==> src/rtl/cdc_reset_sequencer.sv <==
// Reset sequencer: synchronises async reset requests and PLL lock, stretches the
// combined request for a minimum hold time, then releases rst_no bits in order.
module cdc_reset_sequencer #(
   parameter int NUM_SRC     = 2,
   parameter int SYNC_STAGES = 2,
   parameter int NUM_OUT     = 3,
   parameter int HOLD_CYCLES = 16,
   parameter int STEP_CYCLES = 8
) (
   input  logic               clk_i,
   input  logic               rst_i,
   input  logic [NUM_SRC-1:0] src_rst_ni,
   input  logic               pll_locked_i,
   input  logic               sw_rst_i,
   input  logic               cause_clr_i,
   output logic [NUM_OUT-1:0] rst_no,
   output logic               busy_o,
   output logic [NUM_SRC+1:0] cause_o
);

   localparam int NA      = NUM_SRC + 1;
   localparam int CNT_MAX = (HOLD_CYCLES > STEP_CYCLES) ? HOLD_CYCLES : STEP_CYCLES;
   localparam int CW      = $clog2(CNT_MAX + 1);
   localparam int KW      = (NUM_OUT > 1) ? $clog2(NUM_OUT) : 1;

   localparam logic [CW-1:0] HOLD_LAST = CW'(HOLD_CYCLES - 1);
   localparam logic [CW-1:0] STEP_LAST = CW'(STEP_CYCLES - 1);
   localparam logic [KW-1:0] K_LAST    = KW'(NUM_OUT - 1);

   generate
      if (NUM_SRC < 1) begin : g_chk_num_src
         $error("NUM_SRC must be >= 1");
      end
      if (SYNC_STAGES < 2) begin : g_chk_sync
         $error("SYNC_STAGES must be >= 2");
      end
      if (NUM_OUT < 1) begin : g_chk_num_out
         $error("NUM_OUT must be >= 1");
      end
      if (HOLD_CYCLES < 1) begin : g_chk_hold
         $error("HOLD_CYCLES must be >= 1");
      end
      if (STEP_CYCLES < 1) begin : g_chk_step
         $error("STEP_CYCLES must be >= 1");
      end
   endgenerate

   typedef enum logic [1:0] {
      ST_ASSERT  = 2'd0,
      ST_RELEASE = 2'd1,
      ST_RUN     = 2'd2
   } state_e;

   // Bit NUM_SRC of each stage carries pll_locked_i, lower bits the sources.
   logic [NA-1:0]      sync_q [SYNC_STAGES];
   logic [NA-1:0]      sync_last;
   logic               req;

   state_e             state_q, state_d;
   logic [CW-1:0]      cnt_q, cnt_d;
   logic [KW-1:0]      k_q, k_d;
   logic [NUM_OUT-1:0] rst_n_q, rst_n_d;
   logic [NUM_SRC+1:0] cause_q, cause_d;

   always_ff @(posedge clk_i) begin
      if (rst_i) begin
         for (int i = 0; i < SYNC_STAGES; i++) begin
            sync_q[i] <= '0;
         end
      end else begin
         sync_q[0] <= {pll_locked_i, src_rst_ni};
         for (int i = 1; i < SYNC_STAGES; i++) begin
            sync_q[i] <= sync_q[i-1];
         end
      end
   end

   assign sync_last = sync_q[SYNC_STAGES-1];
   assign req       = ~(&sync_last) | sw_rst_i;

   // Set has priority over clear so a request present during the clear is kept.
   always_comb begin
      cause_d = cause_clr_i ? '0 : cause_q;
      cause_d = cause_d | {sw_rst_i, ~sync_last};
   end

   always_ff @(posedge clk_i) begin
      if (rst_i) begin
         state_q <= ST_ASSERT;
         cnt_q   <= '0;
         k_q     <= '0;
         rst_n_q <= '0;
         cause_q <= '0;
      end else begin
         state_q <= state_d;
         cnt_q   <= cnt_d;
         k_q     <= k_d;
         rst_n_q <= rst_n_d;
         cause_q <= cause_d;
      end
   end

   always_comb begin
      state_d = state_q;
      cnt_d   = cnt_q;
      k_d     = k_q;
      rst_n_d = rst_n_q;
      case (state_q)
         ST_ASSERT: begin
            rst_n_d = '0;
            k_d     = '0;
            if (req) begin
               cnt_d = '0;
            end else if (cnt_q == HOLD_LAST) begin
               cnt_d = '0;
               if (NUM_OUT == 1) begin
                  state_d = ST_RUN;
                  rst_n_d = '1;
               end else begin
                  state_d = ST_RELEASE;
                  rst_n_d = NUM_OUT'(1);
                  k_d     = KW'(1);
               end
            end else begin
               cnt_d = cnt_q + CW'(1);
            end
         end
         ST_RELEASE: begin
            if (req) begin
               state_d = ST_ASSERT;
               rst_n_d = '0;
               cnt_d   = '0;
               k_d     = '0;
            end else if (cnt_q == STEP_LAST) begin
               cnt_d          = '0;
               rst_n_d[k_q]   = 1'b1;
               if (k_q == K_LAST) begin
                  state_d = ST_RUN;
                  k_d     = '0;
               end else begin
                  k_d = k_q + KW'(1);
               end
            end else begin
               cnt_d = cnt_q + CW'(1);
            end
         end
         ST_RUN: begin
            rst_n_d = '1;
            cnt_d   = '0;
            k_d     = '0;
            if (req) begin
               state_d = ST_ASSERT;
               rst_n_d = '0;
            end
         end
         default: begin
            state_d = ST_ASSERT;
            rst_n_d = '0;
            cnt_d   = '0;
            k_d     = '0;
         end
      endcase
   end

   assign rst_no  = rst_n_q;
   assign busy_o  = ~(&rst_n_q);
   assign cause_o = cause_q;

endmodule

==> config.mk <==
export PLATFORM = sky130hd
export DESIGN_NAME = cdc_reset_sequencer
export DESIGN_NICKNAME = d
export VERILOG_FILES = /design/src/rtl/cdc_reset_sequencer.sv
export SDC_FILE = /design/constraint.sdc
export NUM_CORES = 1
export LEC_CHECK = 0
export CAP_MARGIN = 10
export CORE_AREA = 5 5 56 58
export DETAILED_ROUTE_END_ITERATION = 7
export DIE_AREA = 0 0 61 63
export DONT_BUFFER_PORTS = 1
export PLACE_DENSITY_LB_ADDON = 0.15
export SLEW_MARGIN = 0
export SYNTH_ARGS = -nofsm -noshare
export SYNTH_HDL_FRONTEND = slang
export SYNTH_SLANG_ARGS = --single-unit
==> constraint.sdc <==
create_clock -name clk_i -period 2.1 [get_ports clk_i]
set_input_delay 0.525 -clock clk_i [delete_from_list [all_inputs] [get_ports clk_i]]
set_output_delay 0.525 -clock clk_i [all_outputs]
set_load 0.01 [all_outputs]
==> Word level (Yosys, flattened, before mapping) <==
Memories as Yosys holds them, arrays and structs flattened.
Cells that the tools add are included.
{ "op_classes": {"n_mux": 32, "reduce_logical": 5, "n_eq_ne": 10, "add_sub_neg": 2, "bitwise_logic": 8, "magnitude_cmp": 2} }
{ "ops": {"columns": ["op", "count"], "rows": [
  ["2-to-1 mux 5 bit", 4],
  ["2-to-1 mux 2 bit", 9],
  ["2-to-1 mux 3 bit", 5],
  ["one-hot mux 5 bit (2 select lines)", 1],
  ["one-hot mux 3 bit (3 select lines)", 1],
  ["2-to-1 mux 1 bit", 8],
  ["inequality test 2 bit, second input constant", 3],
  ["inequality test 3 bit, second input constant", 2],
  ["one-hot mux 2 bit (3 select lines)", 1],
  ["AND reduction 3 bit", 2],
  ["adder 5 x 1 -> 5 bit, second input constant", 1],
  ["== test 5 x 3 -> 1 bit, second input constant", 1],
  ["== test 5 x 4 -> 1 bit, second input constant", 1],
  ["AND reduction 5 bit", 1],
  ["== test 2 bit, second input constant", 2],
  ["2-to-1 mux 4 bit", 1],
  ["bitwise OR 4 bit", 1],
  ["one-hot mux 2 bit (2 select lines)", 1],
  ["less-than comparator 2 x 3 -> 1 bit, second input constant", 1],
  ["NOT 3 bit", 1],
  ["bitwise OR 1 bit", 3],
  ["bitwise OR 3 bit", 1],
  ["adder 2 x 1 -> 2 bit, second input constant", 1],
  ["demux 1 bit (select 2 bit)", 1],
  ["5 further kinds", 6]
]} }
{ "totals": {"ram_bits": 6, "output_inout_bits": 8, "mem_count": 1, "ff_bits": 16} }
{ "memory_table": {"columns": ["name", "depth", "width", "read_ports", "rd_clocked_by_memory_dff", "write_ports", "line", "rtl"], "rows": [
  ["sync_q", 2, 3, 2, 0, 2, "55", "logic [NA-1:0] sync_q [SYNC_STAGES];"]
]} }

==> Depth between registers and ports, before layout <==
{ "logic_depth": {"word_depth": 8, "ltp_mapped": 7, "ltp_nobuf": 7} }

==> Worst setup path after synthesis <==
No wires, ideal clock.
{ "synth_timing": {"kind": "reg-to-reg", "from": "register cnt_q[0]", "to": "register cnt_q[0]", "path_stages_with_launch": 8, "n_path_buf": 0, "setup_slack_ns": 0.742, "t_required_ns": 2.021, "t_arrival_ns": 1.279, "period_less_slack_ns": 1.358, "setup_ns": 0.079, "cell_sequence": "dfxtp_1 -> ha_1 -> nand3_1 -> inv_1 -> ha_1 -> nor2b_1 -> a21o_2 -> nor3_1"} }
{ "synth_between": {"elab_chain_cells": 4} }
{ "synth_rtl": {"columns": ["element", "line", "rtl"], "rows": [
  ["start: declaration", "60", "logic [CW-1:0] cnt_q, cnt_d;"],
  ["start signal: assignment", "96", "cnt_q <= cnt_d;"],
  ["adder 5 x 1 -> 5 bit (tied with other cells)", "125, 144", null],
  ["2-to-1 mux 5 bit, on equally long branches", "134, 114", null],
  ["2-to-1 mux 5 bit, on equally long branches", "129, 112", null],
  ["one-hot mux 5 bit (2 select lines) *", "108", "case (state_q)"]
]} }
Every way passes the cells marked *; elsewhere a longest branch is shown, timed or not.
A chain may end at the register's enable or synchronous reset.

==> Worst setup path in the final report <==
Ends and elaborated chain as after synthesis.

==> results.txt <==
The run finished with clean final reports. The number of different library cells used by synthesis comes to 29. The synthesized design spends more area on one cell type than any other, namely sky130_fd_sc_hd__dfxtp_1. Combinational logic burns 1.5% of the power.

Post-route fraction of the period consumed by the critical path: 71.9%. After layout, the design draws a total of 0.677 mW. The worst pin sits at a relative slew slack of 71.0%. When the netlist entered floorplanning its net count stood at 101. In this run the count of I/O pins placed on the die edge is 15.

The total of buffers placed on input and output ports came out at 0. OpenSTA, run right after detailed placement, puts the worst setup slack at 600 ps. Wires add up to 1.47 mm. Startpoint of the tightest hold check path: rst_i.

Global routing finished with a remaining overflow of 0. At the worst endpoint, the arrival time is 1740 ps. TritonCTS built the clock tree. The sum of negative setup slack is 0 ps, and the top achievable clock speed is 663 MHz. The type of the worst setup path was reg -> reg. IR analysis of the VDD net gives a maximum drop of 414 uV. In the final routed layout, each cell accounts on average for 11.9 um. Gates resized during post-CTS repair numbered 0. In this run the critical register-to-register path is launched from cnt_q[0]. Total number of vias: 604. Dividing the detail-routed via count by the number of cells gives 4.91. The first detailed-routing pass ran for 4 iterations. The count of warnings emitted by yosys was 0. The floorplan step defined a core boundary enclosing 2620 sq um. The growth of design area from synthesis to finish came out at 6.15%. Counting instances in the post-synthesis netlist gives the leading cell types as sky130_fd_sc_hd__dfxtp_1 (22), sky130_fd_sc_hd__nor2b_1 (11).

The floorplan step set the die height to 63 um. The run gives 0 as the number of post-CTS setup repair buffers. The number of nets with antenna violations after routing is 0. At the later pin of the worst-skew pair, clock insertion delay measures 300 ps. Each instance of the synthesized netlist takes up on average 9.83 sq um. For this run, the post-layout net count is 103. The die covers 3840 sq um. Setup slack closes at 591 ps. Aggregate global-route resource usage: 8.24%. After synthesis, the cell types taking the most area are sky130_fd_sc_hd__dfxtp_1 (49%), sky130_fd_sc_hd__nor2b_1 (7.7%), sky130_fd_sc_hd__ha_1 (4.2%), sky130_fd_sc_hd__a21oi_1 (3.4%), sky130_fd_sc_hd__nand3_1 (3.4%). Setup repair after global routing left no endpoint under its margin. The DRC violations left is 0, and the via count of the first global-routing pass is 537. The global placement routability congestion was 0.781. Setup violations remaining at the end of the flow were counted as 0.

In the final layout, the multi-input gates occupy 412 sq um. The internal power of the cells totals 0.539 mW. After synthesis the cells add up to 895 sq um.

The number of hold buffers added after cts is 0, and the die width is 61 um. Net switching is 20.3% of the power. The worst setup path is launched from a flop. For the number of buffers on the longest clock path, the log shows 2.

The proportion of power drawn by the clock network came out at 34.0%. The launching instance or port of the critical path is cnt_q[0]. Most repeated cell in the gate-level netlist after synthesis: sky130_fd_sc_hd__dfxtp_1. The synthesized design devotes to its leading area cell type 49.2% of total area. For the total count of max-transition violations in the final report, the log shows 0. After layout, the minimum clock period comes to 1510 ps.

The initial antenna violation count is 0. The final hold violation count was 0; the sequential power share was 64.5%. The analysis attributes to net switching a power of 0.137 mW.

The run gives 34.2% as the starting density of the core. The synthesized design contains 22 register bits. The tools report the iteration-0 DRC count of the detailed router as 7. After clock tree synthesis, the clock-pin slew on the worst setup and hold paths is 120 ps.

Clock tree synthesis found a total of 22 sinks. Data on the critical path is required at its endpoint by 2330 ps. For the number of placement rows, the log shows 19. The first-pass GRT wire length was 2.42 mm. For the pin with the worst max-slew slack, the measured transition is 434 ps. The cell count after synthesis is 91. The repair_antennas step left the layout with diodes totalling 0.

Of all nets on the critical path, the largest fanout is 3. Power density of the placed cells: 712 nW/um^2. Cell at the root of the clock tree: sky130_fd_sc_hd__clkbuf_4. STA classifies the critical path endpoint as a flop. Proportion of layout cells with a drive suffix above 1: 10.9%.

The top flip-flop cell by instance count after synthesis was sky130_fd_sc_hd__dfxtp_1. For this run, the register share of the synthesized area comes to 49.2%. The number of buffers inserted during clock tree synthesis is 3. Fill cells in the final layout number 283. The run gives 5.28 ps as the final setup skew. For the half-perimeter wire length of the detailed placement result, the log shows 1.07 mm. The tightest min-delay check is of the in -> reg type. In this run, synthesis inferred 0 flip-flops with an integrated enable. Number of H-tree branching levels: 1. For this design the static power due to leakage is 0.351 nW. Entering global routing, the biggest net connects 15 pins.

For this run, asynchronously set or reset flops after synthesis account for 0%. Summing all flip-flop and latch instances after layout gives 440 sq um. Max-cap violations in this run came to 0.
==> sequential cells by signal, indices dropped and copies added (netlist names) <==
name and flops:
rst_no 3, k_q 2, state_q 2, cause_o 4, cnt_q 5, sync_q 6
==> power by group through the flow <==
| stage | sequential [mW] | clock, mW | combinational [mW] |
|---|---|---|---|
| floorplan | 0.444 | 0 | 0.0111 |
| global placement | 0.446 | 0 | 0.00991 |
| detailed placement | 0.446 | 0 | 0.0104 |
| CTS | 0.437 | 0.243 | 0.0104 |
| global route | 0.438 | 0.260 | 0.0124 |
| finish | 0.436 | 0.230 | 0.0101 |
==> layout make-up <==
type                            count  area share [%]
Sequential cell                    22            46.4
Clock buffer                        4            3.82
Multi-Input combinational cell     60            43.3
Inverter                            6            2.37
Tap cell                           31            4.08
==> logic make-up after synthesis <==
kind of cell / count (synthesis) / synth area share (%)
xor gates and xnor gates: 2 / 1.96
DFF: 22 / 49.2
AOI/OAI and AO/OA: 14 / 11.7
muxes: 2 / 2.24
and+or+nand+nor: 39 / 25.9
adders and majority gates: 3 / 4.20
buffers and inverters: 9 / 4.75
==> layout by cell type (no fill, tap or decap), drive strengths merged, types with 2 or more instances in the layout <==
cell / instances
dfxtp: 22
clkbuf: 4
a21oi: 6
nor3b: 2
nand3: 6
nand2: 4
nor2b: 11
ha: 3
mux2i: 2
nor2: 6
a211oi: 2
inv: 6
nor3: 5
==> through the flow <==
| step | instance area, sq um | hold slack, ps | utilization (%) | cells |
|---|---|---|---|---|
| detailed placement | 913 | 410 | 34.9 | 119 |
| global placement | 913 | 401 | 34.9 | 119 |
| CTS | 950 | 252 | 36.3 | 123 |
| global route | 950 | 243 | 36.3 | 123 |
| finish | 950 | 269 | 36.3 | 123 |
| floorplan | 895 | 398 | - | 91 |
==> metal layers <==
layer / track usage, % / up-vias / wire length (um)
li1: - / 319 / -
met1: 10.8 / 270 / 719
met2: 11.5 / 13 / 640
met3: 2.69 / 2 / 89
met4: 4.88 / 0 / 18
met5: 0 / - / 0
==> critical path, stage by stage, from the launching register on <==
cell                      delay [ps]
sky130_fd_sc_hd__dfxtp_1         340
sky130_fd_sc_hd__ha_1            230
sky130_fd_sc_hd__nand3_1         120
sky130_fd_sc_hd__inv_1            50
sky130_fd_sc_hd__ha_1            200
sky130_fd_sc_hd__nor2b_1         150
sky130_fd_sc_hd__a21o_2          220
sky130_fd_sc_hd__nor3_1          120
==> path summary, 6_finish.rpt <==
path	slack [ps]	endpoint	cells after the start
worst max register to register	590	cnt_q[0]	7
worst max-delay path	590	cnt_q[0]	7
worst min register to register	430	cause_o[2]	1
worst min-delay path	270	cause_o[1]	1
No activity file was read; power rests on OpenSTA's default activity.
==> RTL change, RTL diff (same settings) <==
Change the parameter `NUM_OUT` from 3 to 5.
--- a/src/rtl/cdc_reset_sequencer.sv
+++ b/src/rtl/cdc_reset_sequencer.sv
@@ -3,7 +3,7 @@
 module cdc_reset_sequencer #(
    parameter int NUM_SRC     = 2,
    parameter int SYNC_STAGES = 2,
-   parameter int NUM_OUT     = 3,
+   parameter int NUM_OUT     = 5,
    parameter int HOLD_CYCLES = 16,
    parameter int STEP_CYCLES = 8
 ) (
Interface: changed (resized rst_no); port bits go from 15 to 17. No check against the original RTL was run, so the function may have changed too.
==> RTL change against the original RTL <==
Power is 7.1% higher. Area after synthesis rose by 23%. Combinational power is 4% lower. Hold slack lost 0.030 ns. Critical endpoint is now busy_o. Cell area grew 19%. Setup slack lost 0.12 ns. First-iteration DRC count rose to 4.0 times the old value. Sequential cell count rose by 3. Routed wire length increased by 28%.
==> RTL change: results (changes against the original RTL) <==
| Metric | Value |
|---|---|
| Status | `finished clean` |
| Hold_sp | `rst_i` |
| I/O Buffers | `0 (unchanged)` |
| Synth Flop Type | `dfxtp_1` |
| Largest net degree at the start of global routing | `16 (+1)` |
| Post-Syn Nets | `119 (+18%)` |
| Root Buffer | `clkbuf_4` |
| Vias in the first global route | `720 (+34%)` |
| Synth unique cells | `38 (+31%)` |
| Routed vias | `725 (+20%)` |
| Drt pass-1 iters | `4 (unchanged)` |
| Later-pin clock latency in the skew report | `0.33 ns (+0.03 ns)` |
| GPL Wtd Cong | `0.722 (-7.5%)` |
| Largest Register | `sync_q` |
| Initial antenna violation count | `0 (unchanged)` |
| CTS H-tree lvls | `1 (unchanged)` |
| Hold Crit Class | `input port to register` |
| VDD IR-drop max | `421 µV (+1.8%)` |
| Switching Power | `0.161 mW (+17%)` |
| DP Worst Slack | `0.527 ns (-0.0736 ns)` |
| Num CTS Buffers | `3 (unchanged)` |
| Largest register FFs | `6 (unchanged)` |
| Worst Hold End | `cause_o[2]` |
| FF-to-FF Start | `cnt_q[0]` |
| Resized cells post-CTS | `0 (unchanged)` |
| CP max FO | `3 (unchanged)` |
| Worst hold path stage count | `1 (unchanged)` |
| Commonest cells in the netlist | `dfxtp_1, nor2_1, a21oi_1, inv_1, nor2b_1` |
| Crit path arrival time | `1.10 ns (-0.64 ns)` |
| # DRC | `0 (unchanged)` |
| Leakage | `0.402 nW (+15%)` |
| Proportion of layout cells with a drive suffix above 1 | `0.143 (+0.0342)` |
| Dpl hpwl | `1340 µm (+26%)` |
| Total GRT Usage | `0.115 (+0.0324)` |
| Fillers | `268 (-5.3%)` |
| Sequential area share after synthesis | `0.456 (-0.0362)` |
| Drt initial violations | `28 (+21)` |
| Synth top area cells | `dfxtp_1, ha_1, nor2b_1` |
| Hold slack | `0.239 ns (-0.0298 ns)` |
| R2R setup slack | `0.51 ns (-0.08 ns)` |
| Register-to-Register Path Depth | `7 (unchanged)` |
| Ys async rst share | `0 (unchanged)` |
| Setup Buffers After CTS | `0 (unchanged)` |
| Worst clock skew | `0.0116 ns (+0.00629 ns)` |
| RR Endpoint | `rst_no[0]` |
| CP max-delay cell | `dfxtp_1` |
| Ant diodes | `0 (unchanged)` |
| Slew @ Worst Pin | `0.404 ns (-0.0307 ns)` |
| Drt wl/cell | `13.8 µm (+15%)` |
| First-pass GRT wire length | `3350 µm (+39%)` |
| Clock Path Buffers | `2 (unchanged)` |
| Syn. warnings | `0 (unchanged)` |
| Clk pin slew, worst setup/hold paths | `0.15 ns (+0.03 ns)` |
| Critical path's largest stage delay | `0.45 ns (+0.11 ns)` |
## RTL change: final cells by class
cell class,count,share of cell area
clock buffers,3,0.0199
multi-input cells,69,0.473
flip-flops and latches,25,0.442
well taps,31,0.0343
inverters,7,0.0232
clock inverters,1,0.00664
## RTL change: metrics by stage
stage	std cells	area [µm²]	util
6_report	136	1130	0.433
5_1_grt	136	1130	0.433
4_1_cts	136	1130	0.433
3_5_place_dp	132	1100	0.421
3_3_place_gp	132	1100	0.421
2_1_floorplan	107	1100	-
## RTL change: logic make-up after synthesis
group / share of synthesized area
AOI/OAI and AO/OA: 0.155
xor gates and xnor gates: 0.0160
adders and majority gates: 0.0570
buffers and inverters: 0.0559
DFF: 0.456
muxes: 0.0319
and+or+nand+nor: 0.228
## RTL change: worst max-delay path: cells and delay by family, from the launching register on
family           cells  cell delay (ns)
DFF                  1             0.45
and+or+nand+nor      2             0.34
## RTL change: power by group through the flow
stage	registers (mW)	clock network (mW)	logic, mW
2_1_floorplan	0.502	0	0.0110
3_3_place_gp	0.504	0	0.00972
3_5_place_dp	0.504	0	0.00993
4_1_cts	0.493	0.231	0.00995
5_1_grt	0.495	0.255	0.0113
6_report	0.493	0.222	0.00974
## RTL change: worst max path at each step
stage / cells past startpoint / startpoint / endpoint / slack (ns)
3_3_place_gp: 7 / cnt_q[0] / rst_no[0] / 0.57
2_1_floorplan: 7 / cnt_q[0] / rst_no[0] / 0.61
5_1_grt: 6 / cnt_q[0] / cnt_q[0] / 0.40
4_1_cts: 2 / rst_no[0] / busy_o / 0.46
3_5_place_dp: 7 / cnt_q[0] / rst_no[0] / 0.53
6_report: 2 / rst_no[0] / busy_o / 0.47
## RTL change: per-layer routing
layer  wire, µm  GRT usage  part of all wire  vias to the layer above
met5          0          0                 0                        -
met4         40     0.0569             0.021                        0
met3         76     0.0310             0.041                        4
met2        915      0.175              0.49                       11
met1        838      0.145              0.45                      338
li1           -          -                 -                      372
